==> src/rtl/cdc_avg_rx.sv <==
// Receive side of a 4-phase req/ack link: synchronises req, captures one sample per
// handshake and produces the floor average of N = 2^LOG2N samples (block or sliding window).
module cdc_avg_rx #(
  parameter int DW          = 4,
  parameter int LOG2N       = 2,
  parameter int SYNC_STAGES = 2
) (
  input  logic             clk_2,
  input  logic             reset,
  input  logic             req,
  input  logic [DW-1:0]    data,
  input  logic             mode,
  output logic             ack,
  output logic [DW-1:0]    avg,
  output logic             avg_valid,
  output logic [LOG2N:0]   fill_cnt
);

  localparam int N  = 1 << LOG2N;
  localparam int AW = DW + LOG2N;
  localparam logic [LOG2N:0] N_F = (LOG2N + 1)'(N);

  typedef enum logic [1:0] {
    WAIT_LOW = 2'd0,
    WAIT_REQ = 2'd1,
    WAIT_REL = 2'd2
  } state_t;

  state_t               state_q, state_d;
  logic                 ack_q, ack_d;
  logic [SYNC_STAGES-1:0] sync_q, sync_vld_q;
  logic                 req_s, sync_ok, capture;
  logic                 mode_q, mode_chg;
  logic [AW-1:0]        acc_q, acc_d, acc_base, acc_sum;
  logic [LOG2N:0]       fill_q, fill_d, fill_base, fill_inc;
  logic [LOG2N-1:0]     wp_q, wp_d, wp_base;
  logic [DW-1:0]        avg_q, avg_d, old_sample;
  logic                 valid_q, valid_d, buf_we;
  logic [DW-1:0]        buf_q [N];

  // sync_vld_q marks when the synchroniser has been refilled with real req samples
  // after reset, so WAIT_LOW cannot mistake the cleared flops for a released req.
  always_ff @(posedge clk_2) begin
    if (reset) begin
      sync_q     <= '0;
      sync_vld_q <= '0;
    end else begin
      sync_q     <= {sync_q[SYNC_STAGES-2:0], req};
      sync_vld_q <= {sync_vld_q[SYNC_STAGES-2:0], 1'b1};
    end
  end

  assign req_s   = sync_q[SYNC_STAGES-1];
  assign sync_ok = sync_vld_q[SYNC_STAGES-1];

  always_comb begin
    state_d = state_q;
    ack_d   = 1'b0;
    capture = 1'b0;
    case (state_q)
      WAIT_LOW: if (sync_ok && !req_s) state_d = WAIT_REQ;
      WAIT_REQ: begin
        if (req_s) begin
          capture = 1'b1;
          ack_d   = 1'b1;
          state_d = WAIT_REL;
        end
      end
      WAIT_REL: begin
        if (req_s) ack_d = 1'b1;
        else       state_d = WAIT_REQ;
      end
      default:  state_d = WAIT_LOW;
    endcase
  end

  // A mode change restarts the group/window; a capture on that edge is its first sample.
  // Slots at or beyond fill_cnt are logically empty, so the outgoing sample is gated
  // to zero until the window is full and the array itself never needs clearing.
  always_comb begin
    mode_chg   = (mode != mode_q);
    acc_base   = mode_chg ? '0 : acc_q;
    fill_base  = mode_chg ? '0 : fill_q;
    wp_base    = mode_chg ? '0 : wp_q;
    old_sample = (fill_base == N_F) ? buf_q[wp_base] : '0;
    acc_sum    = acc_base + AW'(data) - (mode ? AW'(old_sample) : '0);
    fill_inc   = fill_base + (LOG2N + 1)'(1);
    acc_d      = acc_base;
    fill_d     = fill_base;
    wp_d       = wp_base;
    avg_d      = avg_q;
    valid_d    = 1'b0;
    buf_we     = 1'b0;
    if (capture) begin
      if (!mode) begin
        if (fill_inc == N_F) begin
          avg_d   = acc_sum[AW-1:LOG2N];
          valid_d = 1'b1;
          acc_d   = '0;
          fill_d  = '0;
        end else begin
          acc_d  = acc_sum;
          fill_d = fill_inc;
        end
      end else begin
        acc_d  = acc_sum;
        buf_we = 1'b1;
        wp_d   = wp_base + LOG2N'(1);
        fill_d = (fill_base == N_F) ? fill_base : fill_inc;
        if (fill_d == N_F) begin
          avg_d   = acc_sum[AW-1:LOG2N];
          valid_d = 1'b1;
        end
      end
    end
  end

  always_ff @(posedge clk_2) begin
    if (reset) begin
      state_q <= WAIT_LOW;
      ack_q   <= 1'b0;
      mode_q  <= mode;
      acc_q   <= '0;
      fill_q  <= '0;
      wp_q    <= '0;
      avg_q   <= '0;
      valid_q <= 1'b0;
    end else begin
      state_q <= state_d;
      ack_q   <= ack_d;
      mode_q  <= mode;
      acc_q   <= acc_d;
      fill_q  <= fill_d;
      wp_q    <= wp_d;
      avg_q   <= avg_d;
      valid_q <= valid_d;
    end
  end

  always_ff @(posedge clk_2) begin
    if (buf_we) buf_q[wp_base] <= data;
  end

  assign ack       = ack_q;
  assign avg       = avg_q;
  assign avg_valid = valid_q;
  assign fill_cnt  = fill_q;

endmodule
==> config.mk <==
export PLATFORM = sky130hd
export DESIGN_NAME = cdc_avg_rx
export DESIGN_NICKNAME = d
export VERILOG_FILES = /design/src/rtl/cdc_avg_rx.sv
export SDC_FILE = /design/constraint.sdc
export NUM_CORES = 1
export LEC_CHECK = 0
export BUFFER_PORTS_ARGS = -buffer_cell sky130_fd_sc_hd__clkbuf_2
export CAP_MARGIN = 20
export CORE_MARGIN = 5
export CORE_UTILIZATION = 35
export CTS_CLUSTER_SIZE = 30
export DETAILED_ROUTE_END_ITERATION = 10
export GPL_TIMING_DRIVEN = 0
export SYNTH_ARGS = -nofsm -noshare
export SYNTH_HDL_FRONTEND = slang
export SYNTH_SLANG_ARGS = --single-unit
export TNS_END_PERCENT = 30
==> constraint.sdc <==
create_clock -name clk_2 -period 3.59 [get_ports clk_2]
set_input_delay 0.5385 -clock clk_2 [delete_from_list [all_inputs] [get_ports clk_2]]
set_output_delay 0.5385 -clock clk_2 [all_outputs]
set_load 0.01 [all_outputs]
==> metrics.md, run 1 <==
| Metric | Value |
|---|---|
| Status | `completed` |
| IO Count | `17` |
| Hold Path Class | `input port to register` |
| Max-cap viol count | `0` |
| RSZ-0062 raised after global routing | `true` |
| Yosys top cell by area | `dfxtp_1` |
| Seq/Total Area, Yosys | `0.447` |
| Sw Ratio | `0.226` |
| Register share of total power | `0.487` |
| Chip Width | `88.4 um` |
| Clock root buffer | `clkbuf_8` |
| CP arrival | `3.61 ns` |
| Hold-fix buffer count after cts | `0` |
| Dominant cell by count in the synthesized netlist | `dfxtp_1` |
| Max-slew violations | `0` |
| VDD IR max | `0.000155 V` |
| Net Sw Power | `0.225 mW` |
| First-pass GRT wire length | `6.96 mm` |
| Worst Skew | `approximately 0.0060 ns` |
| Finished Layout Cells | `roughly 320` |
| GRT overflow | `0` |
| Library cells used by synthesis | `37` |
| Latest clock arrival within the worst-skew pair | `0.29 ns` |
| Initial Util | `0.361` |
| Antenna cells | `0` |
| H-Tree Depth | `2` |
| Comb pwr share | `0.104` |
| Slew @ Worst Pin | `0.496 ns` |
| DRT Pass-1 Iters | `4` |
| Simple-gate share of the synthesized area | `0.166` |
| DRT Wirelength | `4.32 mm` |
| Fill cells | `a little under 600` |
| Die height | `about 90 um` |
| Clock power frac | `0.409` |
| Adder-cell area share of the yosys netlist | `0.130` |
| # rows | `28` |
| Post-synthesis compound-gate area fraction | `0.111` |
| Final setup viols | `0` |
| Post-synth EDFFs | `16` |
| Top area cells in the synthesized netlist | `dfxtp_1 22%, edfxtp_1 22%, ha_1 9.3%` |
| P&R area growth vs syn | `18.2%` |
| Int Pwr | `0.771 mW` |
| Worst setup SP type | `input port` |
| Multi-input logic area | `1100 um2` |
| CP max stage cell | `fa_1` |
| Crit path capture type | `register` |
| Cell Area, Synth | `2150 um2` |
| Sequential Area | `between 900 and 1000 um2` |
| Clock transition at path regs | `0.08 ns` |
| Worst EP required | `about 3.8 ns` |
| Syn nets | `around 250` |
| CP bufs+invs | `5` |
| Cell area after layout | `about 2500 um2` |
| Critical-path maximum fanout | `7` |
| Asr flop ratio synth | `0` |
| Cell family with most CP delay | `adder cells` |
| Xor/xnor share of the synthesized area | `0.0448` |
| Mean Syn Cell Area | `9.91 um2` |
| Pin count of the biggest net entering global routing | `14` |
| Vias in the first global route | `~1500` |
| Via density | `4.97` |
| Worst hold slack | `0.404 ns` |
| Share of cells above drive strength 1 | `0.197` |
| Placed Cells | `approximately 300` |
| CTS tree | `yes` |
| Final Total Pwr | `0.995 mW` |
| Initial antenna violation count | `0` |
| Dpl cell area | `2320 um2` |
| Setup tns final | `0 ns` |
| Residual DRC | `0` |
| Iter 0 DRT Violations | `81` |
| CTS Sinks | `40` |
| Period utilization | `0.944` |
| Largest family of logic cells by synthesized area | `simple AND/OR/NAND/NOR gates` |
| Commonest cells post-synth | `24 x dfxtp_1, 19 x inv_1, 19 x nand2_1, 16 x edfxtp_1, 16 x ha_1` |
| Buffers added on ports | `16` |
| #FFs+latches synth | `40` |
| Num CTS Buffers | `5` |
| Die ar. | `7810 um2` |
| Number of routed nets with antenna violations | `0` |
| Ys flop type | `dfxtp_1` |
| Critical path type | `input port to register` |
| Final hold vios | `0` |
| Syn Inst Count | `217` |
| CP peak stage delay | `roughly 0.4 ns` |
| Multiplexer share of the synthesized area | `0.0373` |
| Final net count | `between 200 and 300` |
| Drt wl/cell | `13.5 um` |
| HPWL after detailed placement | `between 3 and 4 mm` |
| Clock buffer depth | `2` |
| Leakage power | `1.06 nW` |
| Worst slew margin | `0.669` |
| Min Tclk post-route | `3.39 ns` |
| Core area | `~6000 um2` |
| CP cell instances | `clkbuf_2 > xnor2_1 > buf_4 > nand2_1 > ha_2 > nand4_1 > buf_6 > a211oi_2 > ha_1 > inv_1 > ha_1 > inv_1 > fa_1 > nand2b_1 > a21oi_1 > xor2_1 > nand3_1 > a21oi_2` |
| Yosys top cell area share | `0.224` |
| Gr usage total | `0.118` |
| Max Fclk | `295 MHz` |
| GP Congestion | `0.789` |
| Synth Warn # | `0` |
| PwrDens | `about 390 nW/um2` |
| Vias | `1586` |
[layout make-up]
class | instances | share of cell area
plain buffers | 11 | 0.0246
well taps | 75 | 0.0369
multi-input cells | 145 | 0.435
clock inverters | 1 | 0.0118
repair buffers | 20 | 0.0448
flip-flops and latches | 40 | 0.379
clock buffers | 7 | 0.0384
inverters | 20 | 0.0296
[path summary, 6_finish.rpt]
| check | slack, ns | cells past startpoint | end | start |
|---|---|---|---|---|
| worst min-delay path | 0.40 | 1 | mode_q | mode |
| worst max register to register | 0.21 | 17 | acc_q[4] | mode_q |
| worst min register to register | 0.44 | 1 | sync_vld_q[1] | sync_vld_q[0] |
| worst max-delay path | 0.20 | 18 | acc_q[4] | mode |
[cell usage in the layout, fill, tap and decap left out, drive strengths merged]
cell type / netlist / final
bufinv: 0 / 1
nor2: 11 / 11
o21ai: 7 / 7
or3: 1 / 1
clkbuf: 8 / 29
nor4: 2 / 2
o21bai: 1 / 1
and2: 3 / 3
a21oi: 12 / 12
a211o: 1 / 1
edfxtp: 16 / 16
ha: 16 / 16
nand4: 3 / 3
xor2: 5 / 5
nand3b: 1 / 1
or4: 1 / 1
xnor2: 6 / 6
buf: 4 / 9
dfxtp: 24 / 24
inv: 20 / 20
o41ai: 1 / 1
nand3: 10 / 10
nand2b: 3 / 3
mux2i: 8 / 8
nand2: 19 / 19
and3: 9 / 9
a221oi: 1 / 1
nor3: 1 / 1
fa: 4 / 4
nor2b: 5 / 5
o2111ai: 2 / 2
a211oi: 10 / 10
o22ai: 2 / 2
[what timing repair did]
| item | 4_1_cts | 5_1_grt |
|---|---|---|
| pin swaps | 1 | 4 |
| buffers inserted | 1 | 3 |
| setup endpoints to repair | 6 | 6 |
| resized for setup | 4 | 16 |
[logic make-up (layout without fill, tap and decap cells)]
group	count (synthesis)	after routing
fa+ha+maj	20	20
mux	8	8
compound gates	37	37
xor+xnor	11	11
buf+inv	32	59
simple gates	69	69
flops	40	40
[power by group through the flow]
stage	Sequential, mW	Combinational (mW)	Clock [mW]
6_report	0.485	0.103	0.407
5_1_grt	0.486	0.116	0.433
4_1_cts	0.485	0.0975	0.410
3_5_place_dp	0.495	0.0959	0
3_3_place_gp	0.495	0.0957	0
2_1_floorplan	0.494	0.0701	0
[state kept, by name, indices dropped and copies added, names as in the netlist]
name        count
avg             4
ack             1
sync_vld_q      2
mode_q          1
wp_q            2
avg_valid       1
acc_q           6
buf_q          16
state_q         2
sync_q          2
fill_cnt        3
[through the flow]
step	setup slack, ns	util
2_1_floorplan	0.215	-
3_3_place_gp	-0.521	0.390
3_5_place_dp	-0.477	0.390
4_1_cts	0.0293	0.414
5_1_grt	-0.0237	0.426
6_report	0.201	0.426
[per-layer routing]
metal	vias up	track usage	routed length [um]
li1	799	-	-
met1	743	0.149	1980
met2	35	0.187	2030
met3	9	0.0317	201
met4	0	0.0536	104
met5	-	0	0
[worst reg2reg max path: cells and delay by family (launching register included)]
family / cells / cell delay [ns]
AO/OA/AOI/OAI: 3 / 0.49
XOR/XNOR: 2 / 0.36
adder cells (fa/ha/maj): 4 / 1.01
buffers and inverters: 4 / 0.51
flip-flops: 1 / 0.36
AND/OR/NAND/NOR: 4 / 0.59
Power figures use the tool's default switching activity.
==> run 2, diff against run 1 <==
--- a/config.mk
+++ b/config.mk
@@ -5,6 +5,7 @@
 export SDC_FILE = /design/constraint.sdc
 export NUM_CORES = 1
 export LEC_CHECK = 0
+export ABC_AREA = 1
 export BUFFER_PORTS_ARGS = -buffer_cell sky130_fd_sc_hd__clkbuf_2
 export CAP_MARGIN = 20
 export CORE_MARGIN = 5
@@ -12,6 +13,7 @@
 export CTS_CLUSTER_SIZE = 30
 export DETAILED_ROUTE_END_ITERATION = 10
 export GPL_TIMING_DRIVEN = 0
+export HOLD_SLACK_MARGIN = 0.02
 export SYNTH_ARGS = -nofsm -noshare
 export SYNTH_HDL_FRONTEND = slang
 export SYNTH_SLANG_ARGS = --single-unit
==> run 2 against run 1 <==
  * Fmax increased by 0.32%
  * Final cell count increased by 7.8%
  * Die area increased by 0.15%
  * Power decreased by 2.9%
  * Critical path type unchanged
  * Critical endpoint unchanged
  * Largest cell class unchanged
  * Largest power group unchanged
  * Highest routed layer unchanged
==> metrics.md, run 2 <==
| Metric | Value |
|---|---|
| Share of cells above drive strength 1 | `0.182` |
| P&R area growth vs syn | `12.9%` |
| Dominant cell by count in the synthesized netlist | `nand2_1` |
| IO Count | `17` |
| Ys flop type | `dfxtp_1` |
| Commonest cells post-synth | `48 x nand2_1, 36 x inv_1, 24 x dfxtp_1, 24 x nor2_1, 17 x a21oi_1` |
| Worst r2r path cells | `14` |
| Latest clock arrival within the worst-skew pair | `0.29 ns` |
| Residual DRC | `0` |
| Chip Width | `88.4 um` |
| Initial Util | `0.362` |
| Status | `completed` |
| Initial antenna violation count | `0` |
| Library cells used by synthesis | `28` |
| Critical-path maximum fanout | `10` |
| #FFs+latches synth | `40` |
| Placed Cells | `336` |
| Mean Syn Cell Area | `approximately 8.8 um2` |
| Most frequent cells in the layout | `48 x nand2_1, 36 x inv_1, 24 x nor2_1, 24 x dfxtp_1, 17 x a21oi_1` |
| Num CTS Buffers | `5` |
| Final setup viols | `0` |
| Yosys top cell area share | `0.223` |
| Final net count | `roughly 300` |
| Util after Layout | `0.408` |
| CP cell instances | `clkbuf_2 > inv_2 > nand2_2 > nand2_4 > buf_8 > nand2_1 > ha_1 > nand3_2 > a311oi_2 > fa_1 > fa_1 > o21ai_1 > xnor2_1 > o22ai_1 > and2_1` |
| Finished Layout Cells | `344` |
| Crit Reg-Reg Endpoint | `acc_q[4]` |
| CTS tree | `yes` |
| Clock transition at path regs | `0.07 ns` |
| First-pass GRT wire length | `7.05 mm` |
| Postcts setup bufs | `0` |
| Hold-fix buffer count after cts | `0` |
| Final Total Pwr | `0.967 mW` |
| Biggest register | `buf_q` |
| Most used cell, CP | `fa_1` |
| Worst Skew | `0.00791 ns` |
| Number of flip-flops in the largest register | `16` |
| CTS Sinks | `40` |
| Min Tclk post-route | `3.38 ns` |
| Yosys top cell by area | `dfxtp_1` |
| Setup tns final | `0 ns` |
| Post-synth EDFFs | `16` |
| Slew @ Worst Pin | `0.457 ns` |
| CP max stage cell | `fa_1` |
| Syn nets | `273` |
| Leakage power | `1.09 nW` |
| DRT Pass-1 Iters | `4` |
| Syn Inst Count | `around 250` |
| PwrDens | `approximately 400 nW/um2` |
| Worst Setup EP | `acc_q[4]` |
| H-Tree Depth | `2` |
| Asr flop ratio synth | `0` |
| Vias | `1588` |
| CP arrival | `3.56 ns` |
| Number of routed nets with antenna violations | `0` |
| Worst slew margin | `0.696` |
| DRT Wirelength | `3.96 mm` |
| Hold Path Class | `register to register` |
| # rows | `28` |
| Worst setup SP type | `input port` |
| CP bufs+invs | `3` |
| HPWL after detailed placement | `3.09 mm` |
| Max-slew violations | `0` |
| Via density | `4.62` |
| Top area cells in the synthesized netlist | `dfxtp_1 22%, edfxtp_1 22%, ha_1 9.3%` |
| Drt wl/cell | `about 12 um` |
| Pin count of the biggest net entering global routing | `14` |
| Gr usage total | `0.118` |
| Crit path capture type | `register` |
| Clock buffer depth | `2` |
| CP Depth | `15` |
| Worst reg2reg setup slack | `0.29 ns` |
| Max-cap viol count | `0` |
| Antenna cells | `0` |
| Period utilization | `0.941` |
| GP Congestion | `0.777` |
| VDD IR max | `0.000134 V` |
| Core area | `5960 um2` |
| Vias in the first global route | `between 1500 and 2000` |
| Cell family with most CP delay | `adder cells` |
| Critical path type | `input port to register` |
| CP peak stage delay | `~0.51 ns` |
| Synth Warn # | `0` |
| Final hold vios | `0` |
| Commonest non-fill, non-tap cell in the layout | `nand2_1` |
| Clock root buffer | `clkbuf_8` |
| Seq/Total Area, Yosys | `0.446` |
| Max Fclk | `296 MHz` |
| Die ar. | `7820 um2` |
| Buffers added on ports | `16` |
| Cell Area, Synth | `2150 um2` |
| GRT overflow | `0` |
| Die height | `88.4 um` |
| Reg-to-Reg Start | `mode_q` |
| Worst EP required | `~3.8 ns` |
| Crit path from | `mode` |
| Worst hold slack | `0.407 ns` |
| Iter 0 DRT Violations | `57` |
==> run 2: cell types whose count changed after synthesis, moves of 7 or more <==
| cell | delta |
|---|---|
| nand2_1 | +29 |
| inv_1 | +17 |
| and3_1 | -9 |
| nor2_1 | +13 |
| mux2i_1 | -8 |
| clkbuf_1 | -7 |
| a211oi_1 | -10 |
==> run 2: area by class of cell <==
cell class | instances | area [um2]
tap | 75 | 93.8
timing repair buffer | 16 | 80.1
fill | 606 | 3520
inverter | 40 | 150
buffer | 5 | 33.8
clock inverter | 2 | 12.5
multi-input combinational | 160 | 1030
sequential | 40 | 961
clock buffer | 6 | 72.6
==> run 2: metrics by stage <==
stage | cell area [um2] | worst slack (ns)
6_report | 2430 | 0.212
5_1_grt | 2430 | -0.0166
4_1_cts | 2410 | 0.0755
3_5_place_dp | 2330 | -0.233
3_3_place_gp | 2330 | -0.224
2_1_floorplan | 2150 | 0.304
==> run 2: report_power, final <==
part           total, mW  switching, mW  internal (mW)
Combinational      0.174          0.108         0.0666
Sequential         0.501         0.0110          0.490
Clock              0.292          0.156          0.136
Total              0.967          0.274          0.692
==> run 2: worst min-delay path by stage <==
stage	startpoint	endpoint	slack, ns	cells past startpoint
floorplan	sync_q[0]	sync_q[1]	0.39	2
global placement	sync_q[0]	sync_q[1]	0.39	2
detailed placement	sync_vld_q[0]	sync_vld_q[1]	0.40	2
CTS	sync_q[0]	sync_q[1]	0.41	2
global route	sync_vld_q[0]	sync_vld_q[1]	0.43	2
finish	sync_vld_q[0]	sync_vld_q[1]	0.41	2
==> run 2: kinds of logic after synthesis <==
family | count (synthesis) | share of synthesized area
xor+xnor | 4 | 0.0163
compound gates | 34 | 0.0901
flops | 40 | 0.446
buf+inv | 45 | 0.0854
simple gates | 102 | 0.232
fa+ha+maj | 20 | 0.130
==> run 2: routing by layer <==
layer,vias up,global-route usage,share of wire
met4,0,0.0495,0.019
met1,726,0.147,0.47
met5,-,0,0
li1,835,-,-
met2,20,0.195,0.48
met3,7,0.0270,0.031
==> run 2: timing repair <==
item | 4_1_cts | 5_1_grt
gates resized for setup | 0 | 4
setup endpoints to repair | 0 | 4
endpoints found under the hold margin | 0 | 0
==> run 2: worst min-delay path, cell delays in order (launching register included) <==
cell,delay (ns)
dfxtp_1,0.30
inv_1,0.04
nor2_1,0.03
==> run 3, diff against run 2 <==
==> constraint.sdc (replaced) <==
create_clock -name clk_2 -period 3.5 [get_ports clk_2]
set_input_delay 0.525 -clock clk_2 [delete_from_list [all_inputs] [get_ports clk_2]]
set_output_delay 0.525 -clock clk_2 [all_outputs]
set_load 0.01 [all_outputs]
==> run 3 against run 2 <==
  * Combinational power grew 5%
  * Power rose by 2.7%
  * Largest power group unchanged
  * Global-route usage unchanged
  * Final cell count up 0.87%
  * Worst setup slack lost 0.0097 ns
  * Critical path type unchanged
  * Clock skew about the same
  * Via count increased by 1.4%
  * Sequential power increased by 3%
  * Sequential share of layout area fell by 0.86 points
==> metrics.md, run 3 (same netlist as run 2, synthesis figures left out) <==
| Metric | Value |
|---|---|
| CTS tree | `yes` |
| Clock root buffer | `clkbuf_8` |
| VDD IR max | `approximately 0.00013 V` |
| Core area | `between 5000 and 6000 um2` |
| Fill cells | `600` |
| Setup tns final | `0 ns` |
| CP bufs+invs | `3` |
| Number of routed nets with antenna violations | `0` |
| P&R area growth vs syn | `15.4%` |
| Chip Width | `88.4 um` |
| CP arrival | `3.48 ns` |
| Max-cap viol count | `0` |
| Latest clock arrival within the worst-skew pair | `a little under 0.3 ns` |
| Worst hold slack | `0.407 ns` |
| Via density | `4.64` |
| Period utilization | `0.942` |
| Biggest register | `buf_q` |
| Residual DRC | `0` |
| Vias | `1610` |
| Cell family with most CP delay | `adder cells` |
| Critical path type | `input port to register` |
| Gr usage total | `0.118` |
| First-pass GRT wire length | `7.05 mm` |
| Max Fclk | `303 MHz` |
| Clock buffer depth | `2` |
| CP max stage cell | `fa_1` |
| Vias in the first global route | `1539` |
| GRT overflow | `0` |
| HPWL after detailed placement | `~3.1 mm` |
| CP cell instances | `clkbuf_2 > inv_2 > nand2_2 > nand2_4 > buf_8 > nand2_1 > ha_2 > nand3_4 > a311oi_2 > fa_1 > fa_1 > o21ai_1 > xnor2_1 > o22ai_1 > and2_1` |
| Antenna cells | `0` |
| Pin count of the biggest net entering global routing | `14` |
| Die ar. | `7820 um2` |
| Worst r2r path cells | `14` |
| DRT Wirelength | `~4 mm` |
| DRT Pass-1 Iters | `4` |
| Die height | `88.4 um` |
| H-Tree Depth | `2` |
| Final setup viols | `0` |
| Worst Hold Path Cells | `2` |
| Min Tclk post-route | `between 3 and 4 ns` |
| Final Total Pwr | `0.993 mW` |
| CP Depth | `15` |
| Share of cells above drive strength 1 | `0.210` |
| Drt wl/cell | `11.6 um` |
| Hold-fix buffer count after cts | `0` |
| # rows | `28` |
| Worst EP required | `3.68 ns` |
| Clock transition at path regs | `0.07 ns` |
| Most frequent cells in the layout | `48 x nand2_1, 35 x inv_1, 24 x nor2_1, 24 x dfxtp_1, 17 x a21oi_1` |
| Final hold vios | `0` |
| Worst Skew | `0.00785 ns` |
| Number of flip-flops in the largest register | `16` |
| Critical-path maximum fanout | `10` |
| Worst setup SP type | `input port` |
| Hold Path Class | `register to register` |
| Crit path capture type | `register` |
| Sequential Area | `961 um2` |
| Num CTS Buffers | `5` |
| Slew @ Worst Pin | `0.457 ns` |
| Initial antenna violation count | `0` |
| CTS Sinks | `40` |
| Leakage power | `1.10 nW` |
| Commonest non-fill, non-tap cell in the layout | `nand2_1` |
| Multi-input logic area | `1050 um2` |
| PwrDens | `400 nW/um2` |
| Iter 0 DRT Violations | `59` |
| Most used cell, CP | `fa_1` |
| IO Count | `17` |
| Max-slew violations | `0` |
| Buffers added on ports | `16` |
| Util after Layout | `0.417` |
| Worst slew margin | `0.696` |
| Initial Util | `0.362` |
| Final net count | `approximately 300` |
| GP Congestion | `0.777` |
| Status | `completed` |
| CP peak stage delay | `0.50 ns` |
-- run 3: cell count changes in the layout (fill, tap and decap cells not counted) --
cell	previous run	this run
clkinvlp_4	1	3
ha_1	16	15
ha_2	0	1
nand3_2	3	2
xnor2_1	4	3
buf_4	0	3
xnor2_2	0	1
inv_1	36	35
a311oi_2	3	4
a311oi_1	1	0
clkinv_1	2	1
nand3_4	0	1
-- run 3: power breakdown --
part | internal, mW | total (mW) | switching (mW)
Sequential | 0.503 | 0.514 | 0.0112
Clock | 0.139 | 0.298 | 0.158
Combinational | 0.0698 | 0.182 | 0.112
-- run 3: timing repair --
action,CTS,global route
pin swaps,0,3
buffers inserted,0,3
endpoints found under the setup margin,1,6
resized for setup,1,9
-- run 3: final cells by class --
class | instances | area share
clock inverter | 2 | 0.00504
tap | 75 | 0.0378
timing repair buffer | 19 | 0.0413
multi-input combinational | 160 | 0.423
clock buffer | 6 | 0.0292
inverter | 40 | 0.0634
sequential | 40 | 0.387
buffer | 5 | 0.0136
-- run 3: path summary, 6_finish.rpt --
kind | start | slack [ns] | to
max | mode | 0.20 | acc_q[4]
min | sync_vld_q[0] | 0.41 | sync_vld_q[1]
max reg2reg | mode_q | 0.30 | acc_q[4]
min reg2reg | sync_vld_q[0] | 0.41 | sync_vld_q[1]
-- run 3: layer usage --
metal  track usage  vias to the layer above  share of wire
li1              -                      841              -
met1         0.147                      744           0.46
met2         0.195                       18           0.49
met3        0.0270                        7          0.030
met4        0.0495                        0          0.018
met5             0                        -              0
-- run 3: tightest hold or removal path, delay by kind of cell (launching register included) --
kind,cells,cell delay (ns)
flops,1,0.30
buf+inv,1,0.04
simple gates,1,0.03
-- run 3: through the flow --
| step | cell area, um2 | cells | setup WS (ns) |
|---|---|---|---|
| floorplan | 2150 | 245 | 0.228 |
| global placement | 2330 | 336 | -0.300 |
| detailed placement | 2330 | 336 | -0.309 |
| CTS | 2420 | 344 | 0.0390 |
| global route | 2480 | 347 | -0.0145 |
| finish | 2480 | 347 | 0.202 |
